File: src/rtl/mux_shift_pkg.sv
// Shared types for the multi-mode shift register: operation encoding and FSM states.
package mux_shift_pkg;

    typedef enum logic [1:0] {
        MODE_LOAD = 2'b00,
        MODE_SHL  = 2'b01,
        MODE_SHR  = 2'b10,
        MODE_ROL  = 2'b11
    } mode_t;

    typedef enum logic [1:0] {
        ST_IDLE  = 2'b00,
        ST_SHIFT = 2'b01,
        ST_DONE  = 2'b10
    } state_t;

endpackage

File: src/rtl/mux_shift_step.sv
// Single-step combinational shifter: next register value and the bit pushed out.
module mux_shift_step
    import mux_shift_pkg::*;
#(
    parameter int WIDTH = 8
) (
    input  logic [WIDTH-1:0] cur,
    input  mode_t            mode,
    input  logic             serial_in,
    output logic [WIDTH-1:0] nxt,
    output logic             shifted
);

    always_comb begin
        nxt     = cur;
        shifted = 1'b0;
        case (mode)
            MODE_SHL: begin
                nxt     = {cur[WIDTH-2:0], serial_in};
                shifted = cur[WIDTH-1];
            end
            MODE_SHR: begin
                nxt     = {serial_in, cur[WIDTH-1:1]};
                shifted = cur[0];
            end
            MODE_ROL: begin
                nxt     = {cur[WIDTH-2:0], cur[WIDTH-1]};
                shifted = cur[WIDTH-1];
            end
            default: ;
        endcase
    end

endmodule

File: src/rtl/mux_shift_reg.sv
// Multi-mode shift register: parallel load, or shift/rotate by a clamped count,
// one bit per cycle under a small IDLE/SHIFT/DONE controller.
module mux_shift_reg
    import mux_shift_pkg::*;
#(
    parameter int WIDTH = 8,
    parameter int AMT_W = $clog2(WIDTH) + 1
) (
    input  logic             clock,
    input  logic             reset_n,
    input  logic             start,
    input  logic [1:0]       mode,
    input  logic [WIDTH-1:0] data,
    input  logic [AMT_W-1:0] amount,
    input  logic             serial_in,
    output logic [WIDTH-1:0] out,
    output logic             serial_out,
    output logic             busy,
    output logic             done
);

    // Count must be able to hold WIDTH itself, independent of AMT_W.
    localparam int CNT_W = $clog2(WIDTH + 1);

    state_t             state, state_next;
    mode_t              op_mode, op_mode_next;
    logic [CNT_W-1:0]   count, count_next;
    logic [CNT_W-1:0]   amt_clamped;
    logic [WIDTH-1:0]   out_next;
    logic               serial_out_next;
    logic [WIDTH-1:0]   step_out;
    logic               step_bit;

    mux_shift_step #(
        .WIDTH(WIDTH)
    ) u_step (
        .cur      (out),
        .mode     (op_mode),
        .serial_in(serial_in),
        .nxt      (step_out),
        .shifted  (step_bit)
    );

    always_comb begin
        if (32'(amount) > 32'(WIDTH)) amt_clamped = CNT_W'(WIDTH);
        else                          amt_clamped = CNT_W'(amount);
    end

    always_comb begin
        state_next      = state;
        op_mode_next    = op_mode;
        count_next      = count;
        out_next        = out;
        serial_out_next = serial_out;
        case (state)
            ST_IDLE: begin
                if (start) begin
                    if (mode_t'(mode) == MODE_LOAD) begin
                        out_next   = data;
                        state_next = ST_DONE;
                    end else begin
                        op_mode_next = mode_t'(mode);
                        count_next   = amt_clamped;
                        state_next   = (amt_clamped == '0) ? ST_DONE : ST_SHIFT;
                    end
                end
            end
            ST_SHIFT: begin
                out_next        = step_out;
                serial_out_next = step_bit;
                count_next      = count - CNT_W'(1);
                // Guarding with <= 1 keeps a corrupted zero count from spinning forever.
                if (count <= CNT_W'(1)) state_next = ST_DONE;
            end
            ST_DONE:  state_next = ST_IDLE;
            default:  state_next = ST_IDLE;
        endcase
    end

    always_ff @(posedge clock or negedge reset_n) begin
        if (!reset_n) begin
            state      <= ST_IDLE;
            op_mode    <= MODE_LOAD;
            count      <= '0;
            out        <= '0;
            serial_out <= 1'b0;
        end else begin
            state      <= state_next;
            op_mode    <= op_mode_next;
            count      <= count_next;
            out        <= out_next;
            serial_out <= serial_out_next;
        end
    end

    assign busy = (state == ST_SHIFT);
    assign done = (state == ST_DONE);

endmodule

File: config.mk
export PLATFORM = sky130hd
export DESIGN_NAME = mux_shift_reg
export DESIGN_NICKNAME = d
export VERILOG_FILES = /design/src/rtl/mux_shift_pkg.sv /design/src/rtl/mux_shift_step.sv /design/src/rtl/mux_shift_reg.sv
export SDC_FILE = /design/constraint.sdc
export NUM_CORES = 1
export LEC_CHECK = 0
export ABC_AREA = 1
export BUFFER_PORTS_ARGS = -buffer_cell sky130_fd_sc_hd__buf_2
export CAP_MARGIN = 20
export CORE_MARGIN = 10
export CORE_UTILIZATION = 50
export DETAILED_ROUTE_END_ITERATION = 16
export GPL_ROUTABILITY_DRIVEN = 0
export PLACE_DENSITY = 0.85
export SLEW_MARGIN = 25
export SYNTH_ARGS = -nofsm -noshare
export SYNTH_HDL_FRONTEND = slang
export SYNTH_HIERARCHICAL = 1
export SYNTH_SLANG_ARGS = --single-unit
File: constraint.sdc
create_clock -name clock -period 3.3 [get_ports clock]
set_input_delay 0.165 -clock clock [delete_from_list [all_inputs] [get_ports clock]]
set_output_delay 0.165 -clock clock [all_outputs]
set_load 0.01 [all_outputs]
==> Yosys cells after proc, flatten, opt, wreduce, memory -nomap -nowiden <==
Index checks and enable logic that the tools add are counted.
{ "totals": {"register_bits": 17, "output_inout_bits": 11, "wordCells": 42} }
{ "op_classes": {"add_sub_neg": 1, "n_lt_le_gt_ge": 2, "n_eq_ne": 10, "muxes": 14, "bitwise_logic": 1, "n_reduce_logical": 9} }
{ "op_table": {"columns": ["op", "n"], "rows": [
  ["8-bit one-hot mux with 3 select lines", 1],
  ["8-bit two-way mux", 2],
  ["8-bit one-hot mux with 2 select lines", 1],
  ["4-bit two-way mux", 3],
  ["2-bit two-way mux", 4],
  ["4-bit one-hot mux with 2 select lines", 1],
  ["2-bit == test, second input constant", 3],
  ["2-bit != test, second input constant", 3],
  ["3-bit AND reduction", 2],
  ["2-bit by 1-bit == test with 1-bit output, second input constant", 2],
  ["4-bit > comparator, second input constant", 1],
  ["4-bit by 1-bit <= comparator with 1-bit output, second input constant", 1],
  ["2-bit zero test", 2],
  ["4-bit zero test", 1],
  ["4-bit by 1-bit != test with 1-bit output, second input constant", 1],
  ["2-bit one-hot mux with 2 select lines", 1],
  ["4-bit AND reduction", 1],
  ["4-bit by 1-bit subtractor with 4-bit output, second input constant", 1],
  ["2-bit by 1-bit != test with 1-bit output, second input constant", 1],
  ["1-bit one-hot mux with 2 select lines", 1],
  ["2-bit AND reduction", 1],
  ["2-bit nonzero test", 1],
  ["2-bit OR reduction", 1],
  ["1-bit NOT", 1]
]} }

==> Depth between registers and ports, before layout <==
Gate-level depths: netlist (run 1).
{ "depth": {"word_depth": 7, "ltp_mapped": 10, "mapped_depth_nobuf": 9} }

==> Cells and area by module <==
The synthesis (run 1) kept the hierarchy.
{ "by_module_without_submodules": {"columns": ["mod", "instances", "cells_each", "area_per_inst_um2", "seq_area_each_um2"], "rows": [
  ["mux_shift_reg", 1, 137, 994.7, 425.4],
  ["mux_shift_step", 1, 46, 191.4, 0.0]
]} }

==> Worst setup path after synthesis (run 1) <==
No wires, ideal clock.
{ "synth_path": {"path_kind": "register to register", "start": "register op_mode[0]", "end": "register out[0]", "setup_time_ns": 0.117, "t_arrival_ns": 0.999, "required_time_ns": 3.183, "slack_ns": 2.184, "path_stages_with_launch": 10, "period_less_slack_ns": 1.116, "cell_sequence": "dfrtp_1 -> buf_4 -> nand2_1 -> clkinv_1 -> nor2_1 -> nor2_1 -> nand2_1 -> nand2_1 -> nand2_1 -> nand2_1"} }
{ "synth_between": {"elab_chain_len": 3, "word_cells_on_any_way": 7} }
{ "synth_lines": {"columns": ["item", "line_no", "text"], "rows": [
  ["start, declared", "mux_shift_reg.sv:26", "mode_t op_mode, op_mode_next;"],
  ["start signal, assigned", "mux_shift_reg.sv:89", "op_mode <= op_mode_next;"],
  ["2-bit == test or 2-bit by 1-bit == test with 1-bit output (tied branches)", "mux_shift_step.sv:17", "case (mode)"],
  ["8-bit one-hot mux with 3 select lines *", "mux_shift_step.sv:17", null],
  ["net step_out[0]", "mux_shift_reg.sv:31", "logic [WIDTH-1:0] step_out;"],
  ["8-bit one-hot mux with 2 select lines *", "mux_shift_reg.sv:55", "case (state)"],
  ["end signal, assigned", "mux_shift_reg.sv:91", "out <= out_next;"],
  ["end, declared", "mux_shift_reg.sv:16", "output logic [WIDTH-1:0] out,"]
]} }
The timed path passes the listed nets; every way through them passes the cells marked *.
A chain may end at the register's enable or synchronous reset.

==> Final worst setup path (run 1) <==
{ "layout_path": {"start": "register state[0]", "end": "output port busy"} }
{ "layout_between": {"elab_chain_len": 1} }
{ "layout_lines": {"columns": ["item", "line_no", "text"], "rows": [
  ["start, declared", "mux_shift_reg.sv:25", "state_t state, state_next;"],
  ["start signal, assigned", "mux_shift_reg.sv:88", "state <= state_next;"],
  ["2-bit by 1-bit == test with 1-bit output", "mux_shift_reg.sv:96", "assign busy = (state == ST_SHIFT);"],
  ["end, declared", "mux_shift_reg.sv:18", "output logic busy,"]
]} }
No other way between the ends.

==> run metrics, run 1 <==
status complete, no violations; CP startpoint kind register; count leader, synth nand2_1; Pre-antenna DRT Iters 4; DR top layer met4; TritonCTS clock tree built; fmax 681 MHz; Critical Path Sink Type output pin; Ant. Diodes 0; dominant cell type by area after synthesis dfrtp_1; nets about 230; Post-Synthesis Cell Area approximately 1200 sq um; Sinks on Clock Net 17; Seq/Total Area, Yosys 0.359; GRT Total Usage 0.126; # IOs 29; share of layout cells above drive strength 1 0.203; Slew Limit Fails 0; Mapped Cells about 180; vias after detailed routing ~1200; synthesized area per cell 6.48 sq um; Clk Latency, worst-skew pair around 0.29 ns; post-route ant nets 0; yosys warns 6; dpl cell area around 1300 sq um; Hold Path Class in2reg; Lkg Pwr 0.799 nW; Min Clock Period, post-route ~1.5 ns; WL met3 between 150 and 200 um; PD cells approximately 900 nW/um^2; peak supply drop approximately 0.44 mV; H-tree depth 1; CP Data Arrival Time roughly 1.3 ns; number of fill cells about 230; CP Buf/Inv Count 2; first-pass GRT wire length approximately 4.7 mm; RSZ-0062 raised after global routing false; Area Overhead vs Synth 14.3%; CTS Root Cell clkbuf_4; cts repair resizes 0; critical-path cell list inv_1, nor2_4, buf_2; metal1 wirelength roughly 1.3 mm; syn_nets around 200; core area 2230 sq um; Final TNS setup 0 ns; critical path's largest stage delay 0.42 ns; top cells by area, synth dfrtp_1, nand2_1, nand3_1; Avg WL per Cell between 10 and 15 um; vias in the first global route about 1100; Final Hold Fails 0; I/O Buffers 28; dpl hpwl 2.06 mm; ys async rst share 1.00; Req. time, crit path approximately 3.1 ns; Rel. slew slack 0.724; CTS buffer count 3; top cell type's share of synthesized area 0.359; max_cap viols 0; DRC 0; die area ~4700 sq um; fin crit share 0.445; vias per inst approximately 4.9; final instance area roughly 1400 sq um; WS Path Type reg2out; Setup Skew around 0.017 ns; largest net degree at the start of global routing 25; Post-synth EDFFs 0; DRT Wirelength around 2.8 mm; setup violators final 0; initial antenna violation count 0; top_reg_cell synth dfrtp_1; met2 wire length roughly 1.3 mm; Least-Margin Pin Slew about 0.41 ns; CP Max Fanout 15; Max stage delay cell, worst path dfrtp_1; Die Y 68.7 um; Iter 0 DRT Violations 50; clock-pin slew on the worst setup and hold paths 0.11 ns; initial core utilization 0.531; gr ovfl total 0; # placed instances around 240; top cell family by delay on the critical path flip-flops; register bit total from synthesis 17; final cell count without fillers 240; die width 68.7 um; standard-cell rows 17; Synth top cells by count nand2_1, nand3_1, dfrtp_1; Yosys cell types 18; clk buf depth 2
## per-stage QoR
step / power (mW) / setup slack, ns / hold WS, ns / util
3_5_place_dp: 1.10 / 1.95 / 0.118 / 0.591
5_1_grt: 1.36 / 1.71 / 0.182 / 0.607
3_3_place_gp: 1.09 / 1.99 / 0.112 / 0.591
4_1_cts: 1.22 / 1.80 / 0.155 / 0.607
6_report: 1.22 / 1.83 / 0.151 / 0.607
2_1_floorplan: 0.959 / 2.18 / -0.131 / -
## cells in the final DEF, fill, tap and decap left out
cell,Yosys,layout
nor2_1,8,8
dfrtp_1,17,17
nand2_1,93,93
o21ai_2,1,1
buf_2,0,28
nor2_4,2,2
nor2_2,2,2
clkbuf_1,0,1
nand2_4,2,2
dlygate4sd3_1,0,1
o21ai_0,6,6
clkinv_1,1,1
ha_1,2,2
nand3_2,2,2
inv_1,15,15
clkbuf_4,0,3
o21bai_1,1,1
inv_2,3,3
nand3_1,24,24
## where the power goes
part	switching [mW]	internal [mW]	total, mW
sequential	0.128	0.305	0.433
clock	0.0679	0.0469	0.115
combinational	0.418	0.251	0.669
## state kept, by name, summed over array words and instances, names as in the netlist
name and flops:
out 8, count 4, op_mode 2, state 2, serial_out 1
## routing by layer
layer | up-vias | track usage
met5 | - | 0
met2 | 34 | 0.204
met3 | 2 | 0.0322
li1 | 621 | -
met1 | 522 | 0.161
met4 | 0 | 0.0369
## tightest hold or removal path, stage by stage
cell and delay, ns:
buf_2 0.07, nand2_1 0.04, nand2_1 0.05, nand2_1 0.04
nand2_1 0.04
## cells by family (layout without fill, tap and decap cells)
family / count (synthesis) / in the layout / synth area share
simple gates: 133 / 133 / 0.486
buf+inv: 23 / 52 / 0.0949
flops: 17 / 17 / 0.359
compound gates: 8 / 8 / 0.0390
fa+ha+maj: 2 / 2 / 0.0211
## final cells by class
class	instances	area, sq um	area share
clock buffers	4	26.3	0.0194
flip-flops and latches	17	425	0.314
repair buffers	29	150	0.111
well taps	28	35.0	0.0258
inverters	19	71.3	0.0526
multi-input cells	143	648	0.478
## final timing paths
check,from,end,slack [ns],cells after the start
max in group asynchronous,reset_n,state[0],2.68,2
hold / removal,data[3],out[3],0.15,5
setup reg to reg,op_mode[0],out[7],1.89,7
min in group asynchronous,reset_n,op_mode[0],0.32,2
hold reg to reg,serial_out,serial_out,0.49,2
setup / recovery,state[0],busy,1.83,3
## repair_timing
| item | in CTS | in global routing |
|---|---|---|
| hold buffers | 1 | 0 |
| setup buffers | 0 | 0 |
| endpoints found under the hold margin | 17 | 0 |
Power figures use the tool's default switching activity.
==> inputs of run 2 (changes only) <==
==> constraint.sdc (replaced) <==
create_clock -name clock -period 1.5 [get_ports clock]
set_input_delay 0.075 -clock clock [delete_from_list [all_inputs] [get_ports clock]]
set_output_delay 0.075 -clock clock [all_outputs]
set_load 0.01 [all_outputs]
==> run metrics, run 2 (same netlist as run 1, synthesis figures left out) <==
status complete, no violations; Hold Slack between 0.07 and 0.08 ns; standard-cell rows 17; first-pass GRT wire length 4.55 mm; setup violators final 0; Setup Skew 0.00616 ns; internal power 1.34 mW; vias per inst roughly 4.7; Iter 0 DRT Violations 60; critical path's largest stage delay between 0.4 and 0.5 ns; nets around 230; Critical Path Sink Type output pin; Min Clock Period, post-route 1.38 ns; largest net degree at the start of global routing 25; DRT Wirelength ~2.7 mm; CP Data Arrival Time 1.30 ns; cts repair resizes 0; Max stage delay cell, worst path dfrtp_1; Area Overhead vs Synth 15.0%; peak supply drop about 1.2 mV; fmax 727 MHz; DRC 0; most frequent cells in the layout nand2_1, buf_2, nand3_1; RSZ-0062 raised after global routing false; CP startpoint kind register; Least-Margin Pin Slew slightly below 0.4 ns; max_cap viols 0; CP Max Fanout 15; # IOs 29; CTS Root Cell clkbuf_4; Sinks on Clock Net 17; Clk Latency, worst-skew pair slightly below 0.3 ns; sequential share of power 0.348; core area between 2000 and 2500 sq um; dpl hpwl approximately 2.1 mm; initial antenna violation count 0; clock share of power 0.092; initial core utilization 0.531; clock-pin slew on the worst setup and hold paths 0.10 ns; die width around 70 um; WS Path Type reg2out; post-route ant nets 0; Rel. slew slack 0.741; Largest Register out; clk buf depth 2; die area about 4700 sq um; vias in the first global route around 1000; fin worst setup slack between 0.1 and 0.15 ns; Avg WL per Cell 11.1 um; H-tree depth 1; Final TNS setup 0 ns; Regs by FF count out: 8 flops, count: 4 flops; Net Sw Power between 1 and 1.5 mW; gr ovfl total 0; Pre-antenna DRT Iters 4; Hold Path Class in2reg; TritonCTS clock tree built; CP Buf/Inv Count 2; total power 2.67 mW; Final Hold Fails 0; critical-path cell list inv_1, nor2_4, buf_2; Lkg Pwr about 0.8 nW; Req. time, crit path approximately 1.4 ns; Slew Limit Fails 0; Ant. Diodes 0; share of layout cells above drive strength 1 0.207; Comb power frac 0.560; PD cells ~2000 nW/um^2; register area around 430 sq um; Util after Layout 0.611; DP Worst Slack 0.249 ns; Die Y approximately 69 um; CTS buffer count 3; top cell family by delay on the critical path flip-flops; I/O Buffers 28; vias after detailed routing between 1000 and 1500; GRT Total Usage 0.121; commonest non-fill, non-tap cell in the layout nand2_1; multi-input logic area between 600 and 700 sq um; fin crit share 0.917; max FFs per register 8; number of fill cells between 200 and 250; sw frac 0.497
==> run 2: path summary, 6_finish.rpt <==
check / cells after the start / slack (ns) / start / endpoint
worst max-delay path: 3 / 0.12 / state[0] / busy
worst min-delay path: 5 / 0.07 / data[0] / out[0]
worst max register to register: 8 / 0.23 / op_mode[0] / out[0]
worst min register to register: 2 / 0.49 / serial_out / serial_out
max in group asynchronous: 2 / 1.00 / reset_n / op_mode[0]
min in group asynchronous: 2 / 0.22 / reset_n / out[6]
==> run 2: per-layer routing <==
metal	global-route usage	share of wire
met5	0	0
met4	0.0296	0.0053
met3	0.0419	0.068
met2	0.181	0.46
met1	0.165	0.47
==> run 2: repair_timing <==
action                                 CTS  global route
buffers inserted                         0             0
endpoints found under the hold margin   17             0
hold buffers                             1             0
==> run 2: area by class of cell <==
cell class | instances | share of cell area
clock buffer | 4 | 0.0193
tap | 28 | 0.0257
multi-input combinational | 143 | 0.475
sequential | 17 | 0.312
timing repair buffer | 30 | 0.116
inverter | 19 | 0.0523
==> run 2: power groups by stage <==
stage	clock network, mW	logic [mW]	registers, mW
2_1_floorplan	0	1.17	0.940
3_3_place_gp	0	1.48	0.936
3_5_place_dp	0	1.50	0.939
4_1_cts	0.257	1.52	0.930
5_1_grt	0.280	1.75	0.980
6_report	0.247	1.50	0.930
==> run 2: tightest hold or removal path, stage by stage <==
cell and delay, ns:
buf_2 0.08, nand2_1 0.04, nand2_1 0.05, nand2_1 0.04, nand2_1 0.04
==> run 2: through the flow <==
step,instances,area (sq um)
final,241,1360
after global placement,236,1330
after floorplan,183,1190
after global routing,241,1360
after detailed placement,236,1330
after CTS,241,1360
==> inputs of run 3 (changes only) <==
--- a/config.mk
+++ b/config.mk
@@ -12,9 +12,8 @@
 export CORE_UTILIZATION = 50
 export DETAILED_ROUTE_END_ITERATION = 16
 export GPL_ROUTABILITY_DRIVEN = 0
-export PLACE_DENSITY = 0.85
+export PLACE_DENSITY = 0.86
 export SLEW_MARGIN = 25
 export SYNTH_ARGS = -nofsm -noshare
 export SYNTH_HDL_FRONTEND = slang
-export SYNTH_HIERARCHICAL = 1
 export SYNTH_SLANG_ARGS = --single-unit
==> run metrics, run 3 <==
hold depth 3; vias per inst a little under 5; RSZ-0062 raised after global routing false; CTS buffer count 3; Yosys cell types 23; standard-cell rows 17; setup violators final 0; clk buf depth 2; Largest Register out; first-pass GRT wire length around 4.7 mm; Ant. Diodes 0; CP startpoint kind register; HP Start amount[0]; Pre-antenna DRT Iters 4; Sinks on Clock Net 17; ys async rst share 1.00; synthesized area per cell just under 7 sq um; Die Y between 60 and 70 um; clock-pin slew on the worst setup and hold paths approximately 0.10 ns; PD cells 2060 nW/um^2; syn_nets roughly 190; Post-CTS Setup Repair Bufs 0; dominant cell type by area after synthesis dfrtp_1; fin crit share 0.859; Endpoint, Worst Hold count[0]; nets ~220; critical-path cell list inv_2, nor2_4, buf_2; post-route ant nets 0; Min Clock Period, post-route 1.29 ns; TritonCTS clock tree built; # IOs 29; Post-CTS Hold Buffers 1; I/O Buffers 28; commonest non-fill, non-tap cell in the layout nand2_1; number of fill cells between 200 and 250; Final TNS setup 0 ns; Area Overhead vs Synth 16.3%; vias after detailed routing roughly 1100; initial core utilization 0.527; Seq/Total Area, Yosys 0.365; Regs by FF count out: 8 flops, count: 4 flops; R2R Path End count[3]; Avg WL per Cell 11.8 um; Req. time, crit path roughly 1.4 ns; DRC 0; total power 2.79 mW; Final Hold Fails 0; Least-Margin Pin Slew 0.389 ns; Clk Latency, worst-skew pair around 0.29 ns; Mapped Cells between 150 and 200; max FFs per register 8; register bit total from synthesis 17; yosys warns 0; reg2reg start state[1]; Crit path depth 3; vias in the first global route 1119; peak supply drop 1.16 mV; cts repair resizes 0; die area roughly 4700 sq um; critical path's largest stage delay 0.47 ns; top cells by area, synth dfrtp_1, nand2_1, nand3_1; Reg2Reg Depth 7; Slew Limit Fails 0; CP Data Arrival Time approximately 1.2 ns; dpl hpwl 2.15 mm; GRT Total Usage 0.127; core area around 2200 sq um; top_reg_cell synth dfrtp_1; R2R Setup Slk approximately 0.22 ns; share of layout cells above drive strength 1 0.229; CP Buf/Inv Count 2; top cell family by delay on the critical path flip-flops; Lkg Pwr about 0.78 nW; DRT Wirelength 2.71 mm; Post-Synthesis Cell Area 1160 sq um; top cell type's share of synthesized area 0.365; die width roughly 68 um; gr ovfl total 0; max_cap viols 0; CP Max Fanout 9; Critical Path Sink Type output pin; Rel. slew slack 0.741; initial antenna violation count 0; Iter 0 DRT Violations 106; count leader, synth nand2_1; Post-synth EDFFs 0; H-tree depth 1; status complete, no violations; WS Path Type reg2out; Synth top cells by count nand2_1, nand3_1, inv_1; Max stage delay cell, worst path dfrtp_1; Worst Setup SP state[0]; Setup Skew between 0.002 and 0.003 ns; fmax about 780 MHz; most frequent cells in the layout nand2_1, buf_2, nand3_1; Hold Path Class in2reg; CTS Root Cell clkbuf_4; largest net degree at the start of global routing 18
## run 3: cells by family after synthesis
group	share of synthesized area
AND/OR/NAND/NOR	0.464
adder cells (fa/ha/maj)	0.0215
buffers and inverters	0.108
flip-flops	0.365
AO/OA/AOI/OAI	0.0408
## run 3: stage by stage
step | setup WS [ns] | instance area [sq um] | hold slack [ns] | util | std cells
finish | 0.212 | 1360 | 0.0479 | 0.613 | 229
global route | 0.0855 | 1360 | 0.0513 | 0.613 | 229
CTS | 0.189 | 1360 | 0.0469 | 0.613 | 229
detailed placement | 0.240 | 1320 | 0.0232 | 0.596 | 224
global placement | 0.292 | 1320 | 0.0202 | 0.596 | 224
floorplan | 0.402 | 1160 | -0.221 | - | 169
## run 3: worst max path at each step
stage,end,slack [ns]
finish,busy,0.21
global route,count[3],0.09
CTS,busy,0.19
detailed placement,count[3],0.24
global placement,count[3],0.29
floorplan,out[1],0.40
## run 3: power by group
group          leakage [nW]  internal (mW)  switching [mW]  total, mW
combinational         0.557          0.622            1.04       1.66
sequential            0.211          0.681           0.199      0.880
clock                0.0150          0.103           0.147      0.250
total                 0.783           1.41            1.38       2.79
## run 3: final cells by class
class / instances / area, sq um / share of cell area
Timing Repair Buffer: 32 / 173 / 0.127
Multi-Input combinational cell: 126 / 613 / 0.452
Sequential cell: 17 / 425 / 0.314
Tap cell: 28 / 35.0 / 0.0259
Inverter: 22 / 82.6 / 0.0609
Clock buffer: 4 / 26.3 / 0.0194
## run 3: metal layers
layer	part of all wire	track usage	vias to the layer above
li1	-	-	592
met1	0.44	0.153	497
met2	0.47	0.207	36
met3	0.079	0.0294	2
met4	0.0052	0.0603	0
met5	0	0	-
## run 3: worst min-delay path: cells and delay by family
kind	cells	cell delay, ns
buffers and inverters	1	0.09
and+or+nand+nor	2	0.14
